## src/rtl/uart_tx_cfg.sv

```systemverilog
// UART transmitter with elaboration-time data width, parity and stop bits.
// One-entry holding register behind a valid/ready handshake allows gapless frames.
module uart_tx_cfg #(
    parameter int unsigned CLK_FREQ  = 50000000,
    parameter int unsigned BAUD_RATE = 115200,
    parameter int unsigned DATA_BITS = 8,
    parameter int unsigned PARITY    = 0,
    parameter int unsigned STOP_BITS = 1
) (
    input  logic                 clk,
    input  logic                 rst_n,
    input  logic                 tx_valid,
    input  logic [DATA_BITS-1:0] tx_data,
    output logic                 tx_ready,
    output logic                 tx_busy,
    output logic                 tx_done,
    output logic                 tx
);

    localparam int unsigned CLKS_PER_BIT = CLK_FREQ / BAUD_RATE;
    localparam logic [15:0] CYC_LAST     = 16'(CLKS_PER_BIT - 1);
    localparam bit          PAR_EN       = (PARITY == 1) || (PARITY == 2);
    localparam bit          PAR_ODD      = (PARITY == 1);
    localparam logic [3:0]  DATA_LAST    = 4'(DATA_BITS - 1);
    // Any STOP_BITS value other than 2 behaves as a single stop bit.
    localparam logic [3:0]  STOP_LAST    = (STOP_BITS == 2) ? 4'd1 : 4'd0;

    typedef enum logic [2:0] {
        S_IDLE   = 3'd0,
        S_START  = 3'd1,
        S_DATA   = 3'd2,
        S_PARITY = 3'd3,
        S_STOP   = 3'd4
    } state_t;

    state_t               state, state_n;
    logic [DATA_BITS-1:0] hold_data, hold_data_n;
    logic                 hold_full, hold_full_n;
    logic [DATA_BITS-1:0] shift_q, shift_n;
    logic                 par_q, par_n;
    logic [3:0]           bit_idx, bit_n;
    logic [15:0]          cyc_cnt, cyc_n;
    logic                 tx_n, ready_n, busy_n, done_n;
    logic                 bit_end, load;

    // State and output registers.
    always_ff @(posedge clk) begin
        if (!rst_n) begin
            state     <= S_IDLE;
            hold_data <= '0;
            hold_full <= 1'b0;
            shift_q   <= '0;
            par_q     <= 1'b0;
            bit_idx   <= 4'd0;
            cyc_cnt   <= 16'd0;
            tx        <= 1'b1;
            tx_ready  <= 1'b1;
            tx_busy   <= 1'b0;
            tx_done   <= 1'b0;
        end else begin
            state     <= state_n;
            hold_data <= hold_data_n;
            hold_full <= hold_full_n;
            shift_q   <= shift_n;
            par_q     <= par_n;
            bit_idx   <= bit_n;
            cyc_cnt   <= cyc_n;
            tx        <= tx_n;
            tx_ready  <= ready_n;
            tx_busy   <= busy_n;
            tx_done   <= done_n;
        end
    end

    // Next-state, bit timing, handshake and line value.
    always_comb begin
        state_n     = state;
        hold_data_n = hold_data;
        hold_full_n = hold_full;
        shift_n     = shift_q;
        par_n       = par_q;
        bit_n       = bit_idx;
        cyc_n       = cyc_cnt;
        tx_n        = tx;
        done_n      = 1'b0;
        load        = 1'b0;
        bit_end     = (cyc_cnt == CYC_LAST);

        if (state != S_IDLE) begin
            cyc_n = bit_end ? 16'd0 : cyc_cnt + 16'd1;
        end

        case (state)
            S_IDLE: begin
                tx_n = 1'b1;
                load = hold_full;
            end
            S_START: begin
                if (bit_end) begin
                    state_n = S_DATA;
                    bit_n   = 4'd0;
                    tx_n    = shift_q[0];
                end
            end
            S_DATA: begin
                if (bit_end) begin
                    if (bit_idx == DATA_LAST) begin
                        bit_n = 4'd0;
                        if (PAR_EN) begin
                            state_n = S_PARITY;
                            tx_n    = par_q;
                        end else begin
                            state_n = S_STOP;
                            tx_n    = 1'b1;
                        end
                    end else begin
                        bit_n   = bit_idx + 4'd1;
                        shift_n = shift_q >> 1;
                        tx_n    = shift_q[1];
                    end
                end
            end
            S_PARITY: begin
                if (bit_end) begin
                    state_n = S_STOP;
                    bit_n   = 4'd0;
                    tx_n    = 1'b1;
                end
            end
            S_STOP: begin
                tx_n = 1'b1;
                if (bit_end) begin
                    if (bit_idx == STOP_LAST) begin
                        done_n  = 1'b1;
                        state_n = S_IDLE;
                        load    = hold_full;
                    end else begin
                        bit_n = bit_idx + 4'd1;
                    end
                end
            end
            default: begin
                state_n = S_IDLE;
                tx_n    = 1'b1;
                cyc_n   = 16'd0;
                bit_n   = 4'd0;
            end
        endcase

        // Move the held word into the shifter and begin the start bit.
        if (load) begin
            state_n     = S_START;
            tx_n        = 1'b0;
            shift_n     = hold_data;
            par_n       = (^hold_data) ^ PAR_ODD;
            hold_full_n = 1'b0;
            cyc_n       = 16'd0;
            bit_n       = 4'd0;
        end

        // tx_ready mirrors an empty register, so accept never collides with load.
        if (tx_valid && tx_ready) begin
            hold_data_n = tx_data;
            hold_full_n = 1'b1;
        end

        ready_n = !hold_full_n;
        busy_n  = (state_n != S_IDLE);
    end

endmodule
```

## config.mk

```make
export PLATFORM = sky130hd
export DESIGN_NAME = uart_tx_cfg
export DESIGN_NICKNAME = d
export VERILOG_FILES = /design/src/rtl/uart_tx_cfg.sv
export SDC_FILE = /design/constraint.sdc
export NUM_CORES = 1
export LEC_CHECK = 0
export CORE_MARGIN = 3
export CORE_UTILIZATION = 44
export DETAILED_ROUTE_END_ITERATION = 8
export PLACE_DENSITY = 0.61
export SETUP_SLACK_MARGIN = 0.02
export SYNTH_ARGS = -nofsm -noshare
export SYNTH_HDL_FRONTEND = slang
export SYNTH_SLANG_ARGS = --single-unit
```

## constraint.sdc

```tcl
create_clock -name clk -period 2.6 [get_ports clk]
set_input_delay 0.26 -clock clk [delete_from_list [all_inputs] [get_ports clk]]
set_output_delay 0.26 -clock clk [all_outputs]
set_load 0.02 [all_outputs]
```

==> run_results.csv <==
group,metric,value,unit
outcome,outcome,"finished clean",
power,ir_drop,0.308,mV
power,power.density,565,mW/mm^2
global_route,grt-ovfl-total,0,
detailed_routing,drtPass1Iterations,4,
detailed_routing,ant_nets,0,
worst_setup_path,cp_data_arrival_time,2510,ps
timing,finalWorstSetupSlack,312,ps
worst_setup_path,start_kind,"flop",
placed_design,dpl-instance-area,0.00240,sq mm
finish,fin_util,55.8,%
timing,slew_viol_final,0,
timing,hold_ws,461,ps
finish,area_delta_synth_final,18.2,%
die,rows,24,
timing,worstMarginPinSlew,613,ps
timing,min_period,2290,ps
synth,yosysTopAreaCell,"dfxtp_1",
finish,antenna_cells,0,
finish,finalNetCount,296,
synth,synthesis.nets,275,
detailed_routing,drc,0,
detailed_routing,viasPerCell,5.32,
die,die_area,0.00574,sq mm
finish,drive_above_1_share,12.4,%
synth,yosysTopAreaCellShare,41.1,%
synth,syn_area,0.00214,sq mm
die,die_w,75.8,um
synth,ys_ff_latch,44,
synth,synth_async_sr_flop_share,0,%
clocking,numCtsBuffers,5,
global_route,grt_antenna_before_repair,0,
placed_design,dp_slack,271,ps
clocking,cts_setup_buffers,0,
timing,skew,6.80,ps
timing,fin_crit_sh,88.0,%
synth,synth.distinct_cells,47,
die,ios,15,
clocking,cts_max_path_buffers,2,
synth,synth_edf_count,0,
clocking,clkSinkCount,44,
run,drv_cap,0,
die,core,0.00453,sq mm
global_route,grt_pass1_vias,1597,
detailed_routing,drt-initial-drc-count,90,
placed_design,io_buffers,14,
finish,final_area,0.00253,sq mm
detailed_routing,num_vias,1845,
clocking,cts_tree,"done",
global_route,grt_pass1_wl,7400,um
clocking,ctsResizeCount,0,
hold_path,min_path_type,"reg -> reg",
detailed_routing,wl_per_cell,12.9,um
clocking,insertion_delay,290,ps
clocking,htreeDepth,2,
die,die_h,75.8,um
global_route,grt_usage,16.6,%
detailed_routing,drt_wl_total,4490,um
synth,synth_seq_area_share,41.1,%
clocking,clk_pin_slew_worst_paths,80,ps
placed_design,gp_routability_congestion,0.812,
timing,setup_viol,0,
synth,yosysWarningCount,0,
timing,tns,0,ps
timing,timing.fmax,437,MHz
synth,synth_flop_cell,"dfxtp_1",
power,power.leakage,0.000936,uW
worst_setup_path,cp.required,2820,ps
synth,synthTopCellsByArea,"dfxtp_1 (41%), nand2_1 (5.8%), nor2_1 (5.1%)",
placed_design,dp_hpwl,3230,um
timing,hold_viol_final,0,
synth,syn_inst,260,
timing,rsz0062_at_grt,"false",
worst_setup_path,crit_fanout,11,
clocking,ctsHoldBuffers,0,
clocking,cts-root-buf,"clkbuf_8",
die,start_util,47.2,%
worst_setup_path,crit_type,"reg -> reg",
global_route,grt_max_degree,18,
worst_setup_path,endpoint_kind,"flop",
synth,avgSynthCellArea,8.24,sq um
timing,max_slew_margin,59.1,%
worst max-delay path, stage by stage (launching register included):
cell and delay [ps]:
dfxtp_1 340, or4_1 580, or4_4 620, and3b_1 400, nand2_1 90, a31oi_1 170
metrics by stage:
step | cells | total power (uW)
4_1_cts | 347 | 1450
6_report | 347 | 1430
2_1_floorplan | 260 | 820
3_5_place_dp | 339 | 877
5_1_grt | 347 | 1490
3_3_place_gp | 339 | 877
worst paths after layout:
path                             startpoint                 endpoint  slack (ps)  cells after the start
setup / recovery   cyc_cnt[11]$_SDFFE_PP0P_  shift_q[5]$_SDFFE_PN0P_         310                      5
hold reg to reg   hold_data[7]$_SDFFE_PN0P_  shift_q[7]$_SDFFE_PN0P_         460                      2
setup reg to reg   cyc_cnt[11]$_SDFFE_PP0P_  shift_q[5]$_SDFFE_PN0P_         310                      5
hold / removal    hold_data[7]$_SDFFE_PN0P_  shift_q[7]$_SDFFE_PN0P_         460                      2
state kept, by name, summed over array words and instances (netlist names):
register   cells
bit_idx        4
state          3
hold_full      1
hold_data      8
tx_ready       1
tx_done        1
tx_busy        1
tx             1
shift_q        8
cyc_cnt       16
routing by layer:
layer	wire, um	GRT usage [%]
met5	0	0
met1	2320	24.7
met2	1910	23.8
met4	65	5.24
met3	198	3.56
area by class of cell:
type | count | area, sq um
Sequential cell | 44 | 881
Fill cell | 423 | 2000
Tap cell | 65 | 81.3
Inverter | 5 | 18.8
Clock buffer | 7 | 96.3
Timing Repair Buffer | 27 | 238
Clock inverter | 1 | 30.0
Multi-Input combinational cell | 198 | 1190
power by group:
group / total (uW) / leakage, uW / switching [uW] / internal (uW)
clock: 569 / 0.0000645 / 230 / 339
sequential: 713 / 0.000358 / 14.8 / 698
combinational: 148 / 0.000514 / 82.1 / 65.9
Yosys cell counts (5+ instances only):
library cell  instances
a21boi_0              9
a21oi_1               9
a31oi_1               7
and3_1                6
clkbuf_1              9
dfxtp_1              44
inv_1                 5
nand2_1              33
nand3_1              21
nand4_1               5
nor2_1               29
nor3_1                9
o21ai_0               6
xnor2_1               5
xor2_1                9
cells by family (layout without fill, tap and decap cells):
| logic type | count (synthesis) | after routing | share of synthesized area, % |
|---|---|---|---|
| AO/OA/AOI/OAI | 55 | 55 | 18.1 |
| XOR/XNOR | 14 | 14 | 5.72 |
| adder cells (fa/ha/maj) | 4 | 4 | 2.34 |
| buffers and inverters | 18 | 40 | 3.91 |
| flip-flops | 44 | 44 | 41.1 |
| AND/OR/NAND/NOR | 125 | 125 | 28.8 |
placed cells by master, fill, tap and decap left out, types with 3 or more instances in the layout:
| cell type | synthesis | layout |
|---|---|---|
| dfxtp_1 | 44 | 44 |
| nand2_1 | 33 | 33 |
| nor2_1 | 29 | 29 |
| nand3_1 | 21 | 21 |
| clkdlybuf4s50_1 | 0 | 14 |
| buf_4 | 2 | 13 |
| nor3_1 | 9 | 9 |
| xor2_1 | 9 | 9 |
| a21boi_0 | 9 | 9 |
| a21oi_1 | 9 | 8 |
| a31oi_1 | 7 | 7 |
| clkbuf_8 | 0 | 7 |
| and3_1 | 6 | 6 |
| o21ai_0 | 6 | 6 |
| inv_1 | 5 | 5 |
| nand4_1 | 5 | 5 |
| xnor2_1 | 5 | 5 |
| ha_1 | 4 | 4 |
| or2_2 | 3 | 3 |
| or3b_2 | 3 | 3 |
| and2_1 | 3 | 3 |
| o21a_1 | 3 | 3 |
(Power assumes the default switching activity.)
